===== src/rtl/pc_fetch_sequencer.sv =====
// RISC-V fetch-stage PC sequencer: owns the PC, picks the next fetch address
// and runs the req/gnt handshake with instruction memory.
module pc_fetch_sequencer #(
    parameter int unsigned   N         = 32,
    parameter logic [N-1:0]  RESET_VEC = N'(32'h0000_0000),
    parameter logic [N-1:0]  TRAP_VEC  = N'(32'h0000_0100)
) (
    input  logic         clk,
    input  logic         rst_n,
    input  logic         stall,
    input  logic         redirect_valid,
    input  logic [N-1:0] redirect_target,
    input  logic         trap_valid,
    input  logic         halt_req,
    input  logic         resume,
    input  logic         imem_gnt,
    output logic         imem_req,
    output logic [N-1:0] imem_addr,
    output logic [N-1:0] pc_plus4,
    output logic         fetch_kill,
    output logic         halted,
    output logic         misalign_err
);

    typedef enum logic [1:0] {
        BOOT   = 2'd0,
        RUN    = 2'd1,
        HALTED = 2'd2
    } state_e;

    state_e       state_q, state_d;
    logic [N-1:0] pc_q, pc_d;
    logic         req_hold_q, req_hold_d;
    logic         pend_valid_q, pend_valid_d;
    logic         pend_trap_q, pend_trap_d;
    logic [N-1:0] pend_target_q, pend_target_d;
    logic         halted_q, halted_d;
    logic         misalign_q, misalign_d;

    logic         redir_misaligned;
    logic         imm_trap;
    logic         imm_valid;
    logic [N-1:0] imm_target;
    logic         grant;
    logic         waiting;

    always_ff @(posedge clk or negedge rst_n) begin
        if (!rst_n) begin
            state_q       <= BOOT;
            pc_q          <= RESET_VEC;
            req_hold_q    <= 1'b0;
            pend_valid_q  <= 1'b0;
            pend_trap_q   <= 1'b0;
            pend_target_q <= RESET_VEC;
            halted_q      <= 1'b0;
            misalign_q    <= 1'b0;
        end else begin
            state_q       <= state_d;
            pc_q          <= pc_d;
            req_hold_q    <= req_hold_d;
            pend_valid_q  <= pend_valid_d;
            pend_trap_q   <= pend_trap_d;
            pend_target_q <= pend_target_d;
            halted_q      <= halted_d;
            misalign_q    <= misalign_d;
        end
    end

    // Next-state, next-PC and handshake decode
    always_comb begin
        state_d       = state_q;
        pc_d          = pc_q;
        req_hold_d    = 1'b0;
        pend_valid_d  = pend_valid_q;
        pend_trap_d   = pend_trap_q;
        pend_target_d = pend_target_q;

        redir_misaligned = redirect_valid && (redirect_target[1:0] != 2'b00);
        imm_trap   = trap_valid || redir_misaligned;
        imm_valid  = imm_trap || redirect_valid;
        imm_target = imm_trap ? TRAP_VEC : redirect_target;

        pc_plus4 = pc_q + N'(4);
        imem_req = (state_q == RUN) && (req_hold_q || (!stall && !halt_req));
        grant    = imem_req && imem_gnt;
        waiting  = imem_req && !imem_gnt;
        fetch_kill = imem_gnt && (redirect_valid || trap_valid || pend_valid_q);

        if (grant) begin
            if (imm_valid) begin
                pc_d = imm_target;
            end else if (pend_valid_q) begin
                pc_d = pend_target_q;
            end else begin
                pc_d = pc_plus4;
            end
            pend_valid_d = 1'b0;
            pend_trap_d  = 1'b0;
        end else if (waiting) begin
            // Address must stay stable; park redirects, traps always win
            req_hold_d = 1'b1;
            if (imm_trap) begin
                pend_valid_d  = 1'b1;
                pend_trap_d   = 1'b1;
                pend_target_d = TRAP_VEC;
            end else if (redirect_valid && !pend_trap_q) begin
                pend_valid_d  = 1'b1;
                pend_target_d = redirect_target;
            end
        end else if (imm_valid) begin
            pc_d = imm_target;
        end

        case (state_q)
            BOOT:    state_d = RUN;
            RUN:     if (halt_req && !waiting) state_d = HALTED;
            HALTED:  if (resume) state_d = RUN;
            default: state_d = BOOT;
        endcase

        halted_d   = (state_d == HALTED);
        misalign_d = redir_misaligned;
    end

    assign imem_addr    = pc_q;
    assign halted       = halted_q;
    assign misalign_err = misalign_q;

endmodule

===== config.mk =====
export PLATFORM = sky130hd
export DESIGN_NAME = pc_fetch_sequencer
export DESIGN_NICKNAME = d
export VERILOG_FILES = /design/src/rtl/pc_fetch_sequencer.sv
export SDC_FILE = /design/constraint.sdc
export NUM_CORES = 1
export LEC_CHECK = 0
export ABC_AREA = 1
export CAP_MARGIN = 20
export CORE_ASPECT_RATIO = 0.5
export CORE_MARGIN = 4
export CORE_UTILIZATION = 35
export CTS_BUF_LIST = sky130_fd_sc_hd__clkbuf_8
export DETAILED_ROUTE_END_ITERATION = 12
export PLACE_DENSITY = 0.64
export SLEW_MARGIN = 20
export SYNTH_ARGS = -nofsm -noshare
export SYNTH_HDL_FRONTEND = slang
export SYNTH_SLANG_ARGS = --single-unit

===== constraint.sdc =====
create_clock -name clk -period 3.5 [get_ports clk]
set_clock_uncertainty 0.2 [all_clocks]
set_input_delay 0.7 -clock clk [delete_from_list [all_inputs] [get_ports clk]]
set_output_delay 0.7 -clock clk [all_outputs]
set_load 0.03 [all_outputs]

==> results.ini <==
[floorplanning]
rows=29
dieHeight_um=90.6
die_x_um=173
start_util_pct=36.8
ios=108
core-area_um2=13000
die-area_um2=15700

[timing]
slew_headroom_pct=35.2
tightest_slew_ps=971
period_needed_ps=3310
setup_viol=0
finalSetupTns_ps=0
hold_viol_final=0
fmax_mhz=302
drv_slew=0
fin_crit_sh_pct=94.6
rsz0062_at_grt=no
whs_ps=291

[worst_setup_path]
path_class=reg2out
reg2reg_to=imem_addr[4]
timing.rr.start=pend_valid_q
arrival_ps=2410
cp-start-kind=register
cp.required_ps=2600
path_max_fanout=5
reg2reg_depth=5
end_kind=output port
reg2reg_setup_slack_ps=1190

[worst_hold_path]
hold_end=pend_target_q[3]
hp-start=pend_target_q[3]
hp-class=reg2reg
min_delay_path_depth=2

[drt]
wl_met3_um=960
met1_length_mm=6.58
vias_per_cell=4.80
route.met2.wl_mm=6.44
ant_nets=0
drt_pass1_iterations=5
via_count=4460
wl_mm=14.1
drt_iter0_drc=299
wire_per_inst_um=15.2
drc=0
highest_layer=met4

[clock_tree]
clock_path_buffers=2
cts_buffers=9
cts_num_sinks=71
post_cts_buffers=0
htreeDepth=3
clk_latency_ps=360
holdBufCountCts=0
cts_root_buf=clkbuf_8
cts_tree=done
cts.clk_slew.worst_paths_ps=80

[cells_and_area]
layout_commonest_cell=nand2_1
layout-drive-gt1-share_pct=13.7
fillers=1306
utilization_pct=46.9
final_cell_mix=nand2_1, clkdlybuf4s50_1, inv_1
fin_cells=930
areaGrowthSynthToFinish_pct=27.5
fin_area_um2=6090
nets=796
antenna_cells=0

[synth]
ys_ff_latch=71
ys_seq_area_share_pct=37.2
avgSynthCellArea_um2=7.24
synth_area_um2=4780
syn_nets=701
synthCells=660
synth.distinct_cells=33
ys_warn_count=0

[placement]
gp_congestion=0.875
io_buffers=107
placed_cells=914
dp_hpwl_mm=9.95
place_area_um2=5850

[outcome]
status=completed

[power_and_ir_drop]
p_leak_nw=2.81
pwr_density_cell_nw_per_um2=682
max-vdd-ir-drop_mv=0.289

[grt]
grt_overflow=0
grt_pass1_wl_mm=22.9
antenna_found_initial=0
grt_pass1_vias=4360
grt_max_degree=72
track_usage_pct=18.0

[job]
cap_violations=0

==> cells by family (layout without fill, tap and decap cells) <==
family / after synthesis / count (layout) / share of synthesized area, %
and+or+nand+nor: 322 / 322 / 29.7
AOI/OAI and AO/OA: 139 / 139 / 18.6
buffers and inverters: 119 / 219 / 12.8
DFF: 71 / 71 / 37.2
xor gates and xnor gates: 8 / 8 / 1.47
adders and majority gates: 1 / 1 / 0.262
==> through the flow <==
step,worst slack (ps),power (W)
floorplan,844,0.00268
global placement,419,0.00341
detailed placement,397,0.00343
CTS,30.0,0.00418
global route,30.4,0.00442
finish,189,0.00416
==> critical path, cell delays in order (launching register included) <==
cell and delay [ps]:
dfrtp_1 460, nand2_1 200, nor2_1 210, inv_1 80
nor2_2 160, nand3_1 120, nand2_1 130, clkdlybuf4s50_1 690
==> layout make-up <==
| type | instances | area (um2) | area share, % |
|---|---|---|---|
| clock buffer | 9 | 124 | 2.03 |
| clock inverter | 7 | 97.6 | 1.60 |
| inverter | 90 | 345 | 5.67 |
| multi-input combinational | 470 | 2390 | 39.3 |
| sequential | 71 | 1780 | 29.2 |
| tap | 170 | 213 | 3.49 |
| timing repair buffer | 113 | 1140 | 18.8 |
==> routing by layer <==
metal / up-vias / GRT usage, %
met2: 125 / 28.2
li1: 2261 / -
met5: - / 0
met4: 0 / 4.31
met3: 13 / 4.94
met1: 2061 / 24.8
==> report_power, final <==
part	total (W)	internal, W	switching, W
Combinational	0.00200	0.000751	0.00125
Sequential	0.00139	0.00111	0.000285
Clock	0.000756	0.000402	0.000354
==> cell usage after synthesis <==
master / count / share of area, %
o21ai_2: 1 / 0.18
inv_1: 84 / 6.6
nor2_8: 2 / 0.84
buf_2: 4 / 0.42
nand2_1: 177 / 14
o21ai_0: 27 / 2.8
nand2_2: 3 / 0.39
o21ai_1: 27 / 2.8
nand3b_1: 2 / 0.31
nand3_1: 30 / 3.1
buf_8: 2 / 0.63
inv_2: 3 / 0.24
dfrtp_1: 71 / 37
and2_1: 2 / 0.26
buf_6: 11 / 2.6
a21oi_1: 38 / 4.0
buf_1: 2 / 0.16
xor2_1: 3 / 0.55
clkbuf_1: 4 / 0.31
ha_1: 1 / 0.26
a21oi_4: 1 / 0.34
inv_4: 3 / 0.39
xnor2_1: 5 / 0.92
a21oi_2: 42 / 7.7
nor2_1: 80 / 6.3
nor2_4: 8 / 1.9
buf_4: 4 / 0.63
o21bai_4: 1 / 0.39
nand4_1: 3 / 0.39
nor2_2: 12 / 1.6
buf_12: 2 / 0.84
nand2_4: 3 / 0.71
a22o_1: 2 / 0.37
==> timing repair <==
action,CTS,global route
resized for setup,1,11
cloned,0,0
setup endpoints to repair,1,10
==> worst max-delay path by stage <==
stage / endpoint / slack (ps) / from
final: pc_plus4[29] / 190 / imem_addr[10]
after global routing: pc_plus4[31] / 30 / imem_addr[13]
after CTS: pc_plus4[30] / 30 / imem_addr[2]
after detailed placement: imem_req / 400 / halt_req
after global placement: imem_req / 420 / stall
after floorplan: pc_plus4[12] / 840 / imem_addr[2]
==> state kept, by name, summed over array words and instances, names as in the netlist <==
register       flops
pend_target_q     32
halted             1
misalign_err       1
pend_trap_q        1
imem_addr         32
state_q            2
req_hold_q         1
pend_valid_q       1
Note: power is estimated with default switching activity, not from simulation.
